### config.mk
export PLATFORM = sky130hd
export DESIGN_NAME = button_conditioner_flat
export DESIGN_NICKNAME = d
export VERILOG_FILES = /design/src/rtl/reaction_pkg.sv /design/src/rtl/button_conditioner_if.sv /design/src/rtl/debounce_channel.sv /design/src/rtl/button_conditioner.sv /design/src/flat_wrapper.sv
export SDC_FILE = /design/constraint.sdc
export NUM_CORES = 1
export LEC_CHECK = 0
export BUFFER_PORTS_ARGS = -buffer_cell sky130_fd_sc_hd__buf_2
export CAP_MARGIN = 20
export CORE_MARGIN = 2
export CORE_UTILIZATION = 45
export DETAILED_ROUTE_END_ITERATION = 7
export GPL_TIMING_DRIVEN = 0
export SYNTH_ARGS = -nofsm -noshare
export SYNTH_HDL_FRONTEND = slang
export SYNTH_SLANG_ARGS = --single-unit
export TNS_END_PERCENT = 1
### constraint.sdc
create_clock -name clk -period 3.9 [get_ports clk]
set_clock_uncertainty 0.1 [all_clocks]
set_input_delay 0 -clock clk [delete_from_list [all_inputs] [get_ports clk]]
set_output_delay 0 -clock clk [all_outputs]
set_load 0.01 [all_outputs]
### src/rtl/reaction_pkg.sv
// Shared definitions for the reaction-timer button front end: default
// debounce / long-press cycle counts, the per-channel status bundle and
// the counter-width helper.
package reaction_pkg;

    localparam int unsigned DEFAULT_DEBOUNCE_CYCLES = 100000;
    localparam int unsigned DEFAULT_LONG_CYCLES     = 2000000;

    // Registered outputs of one conditioned button channel
    typedef struct packed {
        logic level;
        logic rise;
        logic fall;
        logic long_press;
    } btn_status_t;

    // Bits needed to hold 0 .. n-1 (at least one bit)
    function automatic int unsigned cnt_width(input int unsigned n);
        int unsigned w;
        w = 1;
        while ((64'd1 << w) < 64'(n)) begin
            w = w + 1;
        end
        return w;
    endfunction

endpackage

### src/rtl/button_conditioner_if.sv
// Button bundle between the board buttons and the conditioner: raw levels
// in, debounced level and one-cycle edge / long-press pulses out.
interface button_conditioner_if #(
    parameter int unsigned N_BTN = 2
);

    logic [N_BTN-1:0] btn_raw;
    logic [N_BTN-1:0] btn_level;
    logic [N_BTN-1:0] btn_rise;
    logic [N_BTN-1:0] btn_fall;
    logic [N_BTN-1:0] btn_long;

    // Button source / consumer side
    modport master (
        output btn_raw,
        input  btn_level, btn_rise, btn_fall, btn_long
    );

    // Conditioner side
    modport slave (
        input  btn_raw,
        output btn_level, btn_rise, btn_fall, btn_long
    );

endinterface

### src/rtl/debounce_channel.sv
// One button channel: two-flop synchroniser, stability counter, debounced
// level and registered rise/fall pulses. With BTN_LONG_PRESS_EN defined a
// saturating hold counter also produces a single long-press pulse.
module debounce_channel
    import reaction_pkg::*;
#(
    parameter int unsigned DEBOUNCE_CYCLES = DEFAULT_DEBOUNCE_CYCLES
`ifdef BTN_LONG_PRESS_EN
    ,
    parameter int unsigned LONG_CYCLES     = DEFAULT_LONG_CYCLES
`endif
) (
    input  logic        clk,
    input  logic        reset,
    input  logic        raw,
    output btn_status_t status
);

    localparam int unsigned   CW   = cnt_width(DEBOUNCE_CYCLES);
    localparam logic [CW-1:0] TERM = CW'(DEBOUNCE_CYCLES - 1);

    logic          s1;
    logic          s2;
    logic          level_q;
    logic          rise_q;
    logic          fall_q;
    logic [CW-1:0] cnt_q;
    logic          flip;

    // Level inverts once the mismatch has persisted for the full window
    assign flip = (s2 != level_q) && (cnt_q == TERM);

    // Two-flop synchroniser for the asynchronous raw input
    always_ff @(posedge clk or posedge reset) begin
        if (reset) begin
            s1 <= 1'b0;
            s2 <= 1'b0;
        end else begin
            s1 <= raw;
            s2 <= s1;
        end
    end

    // Stability counter, debounced level and one-cycle edge pulses
    always_ff @(posedge clk or posedge reset) begin
        if (reset) begin
            cnt_q   <= '0;
            level_q <= 1'b0;
            rise_q  <= 1'b0;
            fall_q  <= 1'b0;
        end else begin
            rise_q <= flip && !level_q;
            fall_q <= flip && level_q;
            if ((s2 == level_q) || flip) begin
                cnt_q <= '0;
            end else begin
                cnt_q <= cnt_q + 1'b1;
            end
            if (flip) begin
                level_q <= !level_q;
            end
        end
    end

`ifdef BTN_LONG_PRESS_EN
    localparam int unsigned   HW       = cnt_width(LONG_CYCLES + 1);
    localparam logic [HW-1:0] HOLD_MAX = HW'(LONG_CYCLES);

    logic [HW-1:0] hold_q;
    logic          long_q;
    logic          level_next;

    // The hold counter tracks the upcoming level so that the rise cycle
    // itself is already counted as the first held cycle.
    assign level_next = level_q ^ flip;

    // Saturating hold counter; the pulse fires only on reaching saturation
    always_ff @(posedge clk or posedge reset) begin
        if (reset) begin
            hold_q <= '0;
            long_q <= 1'b0;
        end else begin
            long_q <= level_next && (hold_q == HOLD_MAX - 1'b1);
            if (!level_next) begin
                hold_q <= '0;
            end else if (hold_q != HOLD_MAX) begin
                hold_q <= hold_q + 1'b1;
            end
        end
    end

    assign status.long_press = long_q;
`else
    assign status.long_press = 1'b0;
`endif

    assign status.level = level_q;
    assign status.rise  = rise_q;
    assign status.fall  = fall_q;

endmodule

### src/rtl/button_conditioner.sv
// Button conditioner top: N_BTN independent debounce channels turning raw
// asynchronous push-button levels into clean synchronous level, rise, fall
// and long-press signals. Long-press detection is built only when the
// BTN_LONG_PRESS_EN macro is defined; otherwise btn_long is tied low.
module button_conditioner
    import reaction_pkg::*;
#(
    parameter int unsigned N_BTN           = 2,
    parameter int unsigned DEBOUNCE_CYCLES = DEFAULT_DEBOUNCE_CYCLES,
    parameter int unsigned LONG_CYCLES     = DEFAULT_LONG_CYCLES
) (
    input  logic                 clk,
    input  logic                 reset,
    button_conditioner_if.slave  bus
);

    if ((N_BTN < 1) || (DEBOUNCE_CYCLES < 2) || (LONG_CYCLES < 1)) begin : g_param_check
        $error("button_conditioner: illegal parameter values");
    end

    btn_status_t      status [N_BTN];
    logic [N_BTN-1:0] level_v;
    logic [N_BTN-1:0] rise_v;
    logic [N_BTN-1:0] fall_v;
    logic [N_BTN-1:0] long_v;

    for (genvar i = 0; i < N_BTN; i++) begin : g_chan
        debounce_channel #(
            .DEBOUNCE_CYCLES (DEBOUNCE_CYCLES)
`ifdef BTN_LONG_PRESS_EN
            ,
            .LONG_CYCLES     (LONG_CYCLES)
`endif
        ) u_chan (
            .clk    (clk),
            .reset  (reset),
            .raw    (bus.btn_raw[i]),
            .status (status[i])
        );

        assign level_v[i] = status[i].level;
        assign rise_v[i]  = status[i].rise;
        assign fall_v[i]  = status[i].fall;
        assign long_v[i]  = status[i].long_press;
    end

    assign bus.btn_level = level_v;
    assign bus.btn_rise  = rise_v;
    assign bus.btn_fall  = fall_v;
    assign bus.btn_long  = long_v;

endmodule

### src/flat_wrapper.sv
// flat-port wrapper written by rule: the top's interface ports become plain ports
module button_conditioner_flat import reaction_pkg::*;
#(
    parameter int unsigned N_BTN           = 2,
    parameter int unsigned DEBOUNCE_CYCLES = DEFAULT_DEBOUNCE_CYCLES,
    parameter int unsigned LONG_CYCLES     = DEFAULT_LONG_CYCLES
)
  (clk, reset, bus_btn_raw, bus_btn_level, bus_btn_rise, bus_btn_fall, bus_btn_long);
  button_conditioner_if #(.N_BTN(N_BTN)) bus_i ();
  input  logic clk;
  input  logic reset;
  input wire logic [$bits(bus_i.btn_raw)-1:0] bus_btn_raw;
  output wire logic [$bits(bus_i.btn_level)-1:0] bus_btn_level;
  output wire logic [$bits(bus_i.btn_rise)-1:0] bus_btn_rise;
  output wire logic [$bits(bus_i.btn_fall)-1:0] bus_btn_fall;
  output wire logic [$bits(bus_i.btn_long)-1:0] bus_btn_long;
  assign bus_i.btn_raw = bus_btn_raw;
  assign bus_btn_level = bus_i.btn_level;
  assign bus_btn_rise = bus_i.btn_rise;
  assign bus_btn_fall = bus_i.btn_fall;
  assign bus_btn_long = bus_i.btn_long;
  button_conditioner #(.N_BTN(N_BTN), .DEBOUNCE_CYCLES(DEBOUNCE_CYCLES), .LONG_CYCLES(LONG_CYCLES)) u_core (.clk(clk), .reset(reset), .bus(bus_i));
endmodule
==> results.py <==
metrics = {
    "routing": {
        "drtAntennaViolNets": 0,
        "route.met2.wl_mm": 1.59,
        "wl_mm": 3.80,
        "highest_layer": "met4",
        "dr.pass1.iters": 4,
        "initialDrtViolationCount": 86,
        "num_vias": 1505,
        "routedLengthMet1_mm": 1.96,
        "wl_met3_um": 183,
        "wl_per_cell_um": 13.3,
        "drc": 0,
        "viasPerCell": 5.26,
    },
    "worst_setup_path": {
        "critPathMaxStageDelay_ns": 0.43,
        "critPathMaxFanout": 10,
        "worstPathRequired_ns": 3.99,
        "crit_family": "buffers and inverters",
        "path_class": "flop to flop",
        "critPathSlowestCell": "dfrtp_1",
        "start_kind": "flop",
        "critPathLaunch": "u_core.g_chan[0].u_chan.cnt_q[0]",
        "endpoint_kind": "flop",
        "cp_cell_sequence": "ha_1 -> and4_1 -> buf_2 -> nand2_2 -> o31ai_4 -> buf_2 -> nor2_1",
        "arrival_ns": 2.18,
        "timing.critical_path.buf_inv": 2,
        "r2r-start": "u_core.g_chan[0].u_chan.cnt_q[0]",
        "crit_path_frequent_cell": "buf_2",
    },
    "clocking": {
        "cts.sinks": 44,
        "cts_buffer_depth": 2,
        "cts_made_buffers": 5,
        "cts_root_buffer": "clkbuf_8",
        "clkTransAtPathRegs_ns": 0.09,
        "post_cts_resized": 0,
        "htree_levels": 2,
        "clk_latency_ns": 0.30,
        "cts_tree": "built",
    },
    "yosys": {
        "seq_area_frac_synth_pct": 50.9,
        "synth_area_leaders": "dfrtp_1 (51%), xnor2_1 (7.3%), nor2_1 (6.2%)",
        "synth_ff_type": "dfrtp_1",
        "syn_avg_cell_area_um2": 10.3,
        "ys_types": 37,
        "syn_area_um2": 2160,
        "synth_top_cell_by_area": "dfrtp_1",
        "ys_warn_count": 0,
        "synth_top_area_share_pct": 50.9,
        "synth-async-reset-ratio_pct": 100,
        "synth-edff-count": 0,
        "ys_ff_latch": 44,
        "synth_most_common_cell": "dfrtp_1",
        "yosys-top-cells-count": "dfrtp_1 (44), nor2_1 (36), xnor2_1 (18)",
        "synth_cells": 210,
    },
    "die": {
        "die_h_um": 73.4,
        "io-pin-count": 12,
        "die_x_um": 73.4,
        "start_util_pct": 46.1,
        "row_count": 25,
        "core_um2": 4690,
        "dieArea_um2": 5380,
    },
    "global_routing": {
        "antenna_found_initial": 0,
        "grt_usage_pct": 15.6,
        "overflow": 0,
        "grt_pass1_wl_mm": 6.42,
        "grt_start_max_net_pins": 31,
        "first_global_vias": 1366,
    },
    "power_and_ir_drop": {
        "cellLeakagePower_nw": 1.05,
        "ir_drop_v": 0.000213,
        "switchingPower_mw": 0.195,
        "p_sw_share_pct": 24.4,
        "total_power_mw": 0.799,
        "intPower_mw": 0.604,
        "clkPwrFrac_pct": 36.6,
        "seq_power_share_pct": 58.8,
        "p_per_area_nw_per_um2": 330,
        "combPwrFrac_pct": 4.7,
    },
    "cells_and_area": {
        "drive_above_1_share_pct": 17.7,
        "fin_area_um2": 2420,
        "insertedDiodeCount": 0,
        "nets": 237,
        "area_delta_synth_final_pct": 12.0,
        "fin_util_pct": 51.7,
    },
    "sta": {
        "clock.fmax_mhz": 479,
        "setup-violations-final": 0,
        "slew_violations": 0,
        "setup_tns_ns": 0,
        "fin_crit_sh_pct": 53.5,
        "setup_slack_ns": 1.81,
        "rsz0062_at_grt": "false",
        "layout_min_cycle_time_ns": 2.09,
        "hold_violations": 0,
    },
    "placement": {
        "dp_slack_ns": 1.81,
        "io_buffer_count": 9,
        "gp_congestion": 0.758,
        "dpl_cell_area_um2": 2300,
        "dpl.hpwl_mm": 2.63,
    },
    "run_status": {
        "status": "completed",
    },
    "min_path": {
        "hold_path.class": "primary input to asynchronous set/reset pin",
    },
    "flow_run": {
        "max_cap_viol_count": 0,
    },
}
-- flip-flops by register name, summed over array words and instances, names as in the netlist --
| name | cells |
|---|---|
| u_core.g_chan.u_chan.level_q | 2 |
| u_core.g_chan.u_chan.s2 | 2 |
| u_core.g_chan.u_chan.fall_q | 2 |
| u_core.g_chan.u_chan.cnt_q | 34 |
| u_core.g_chan.u_chan.rise_q | 2 |
| u_core.g_chan.u_chan.s1 | 2 |
-- power groups by stage --
stage / Clock (mW) / Combinational, mW / Sequential (mW)
2_1_floorplan: 0 / 0.0248 / 0.476
3_3_place_gp: 0 / 0.0331 / 0.478
3_5_place_dp: 0 / 0.0362 / 0.478
4_1_cts: 0.302 / 0.0387 / 0.469
5_1_grt: 0.323 / 0.0436 / 0.471
6_report: 0.292 / 0.0375 / 0.469
-- metal layers --
layer | vias up | global-route usage, %
li1 | 748 | -
met1 | 712 | 22.9
met2 | 39 | 21.8
met3 | 6 | 3.70
met4 | 0 | 6.46
met5 | - | 0
-- worst register-to-register path, cell delays in order (launching register included) --
cell	delay, ns
dfrtp_1	0.43
ha_1	0.23
and4_1	0.20
buf_2	0.19
nand2_2	0.10
o31ai_4	0.36
buf_2	0.29
nor2_1	0.08
-- area by class of cell --
type | count | area (um2)
Buffer | 16 | 97.6
Clock buffer | 5 | 68.8
Clock inverter | 3 | 23.8
Fill cell | 443 | 2270
Inverter | 2 | 7.51
Multi-Input combinational cell | 149 | 962
Sequential cell | 44 | 1100
Tap cell | 54 | 67.6
Timing Repair Buffer | 13 | 95.1
-- stage by stage --
| step | std cells | hold WS [ns] |
|---|---|---|
| floorplan | 211 | -0.0686 |
| global placement | 274 | 0.00933 |
| detailed placement | 275 | -0.113 |
| CTS | 286 | 0.106 |
| global route | 286 | 0.128 |
| finish | 286 | 0.100 |
-- cells by family (layout without fill, tap and decap cells) --
| logic type | after synthesis | count (layout) | synth area share (%) |
|---|---|---|---|
| compound gates | 3 | 3 | 1.44 |
| xor+xnor | 31 | 31 | 12.5 |
| fa+ha+maj | 2 | 2 | 1.16 |
| buf+inv | 18 | 39 | 4.86 |
| flops | 44 | 44 | 50.9 |
| mux | 2 | 2 | 1.21 |
| other cells | 1 | 2 | 0.173 |
| simple gates | 109 | 109 | 27.7 |
-- worst paths after layout --
kind / end / slack [ns] / cells after the start
min in group clk: u_core.g_chan[0].u_chan.s1 / 0.23 / 2
setup / recovery: u_core.g_chan[0].u_chan.cnt_q[10] / 1.81 / 7
hold reg to reg: u_core.g_chan[1].u_chan.s2 / 0.25 / 0
max in group asynchronous: u_core.g_chan[1].u_chan.cnt_q[11] / 3.13 / 4
setup reg to reg: u_core.g_chan[0].u_chan.cnt_q[10] / 1.81 / 7
hold / removal: u_core.g_chan[1].u_chan.fall_q / 0.10 / 3
-- placed cells by master, fill, tap and decap left out, drive strengths merged, types with 4 or more instances in the layout --
cell	synthesis	layout
dfrtp	44	44
nor2	36	36
buf	12	22
xnor2	18	18
nand2	14	14
xor2	13	13
nand4	11	11
nand3	10	10
clkbuf	4	9
nor3	8	8
nor4	5	5
and4	5	5
nor3b	4	4
or3	4	4
-- what timing repair did --
item / CTS / global route
hold endpoints to repair: 46 / 0
hold buffers: 3 / 0
setup buffers: 0 / 0
No activity file was read; power rests on OpenSTA's default activity.
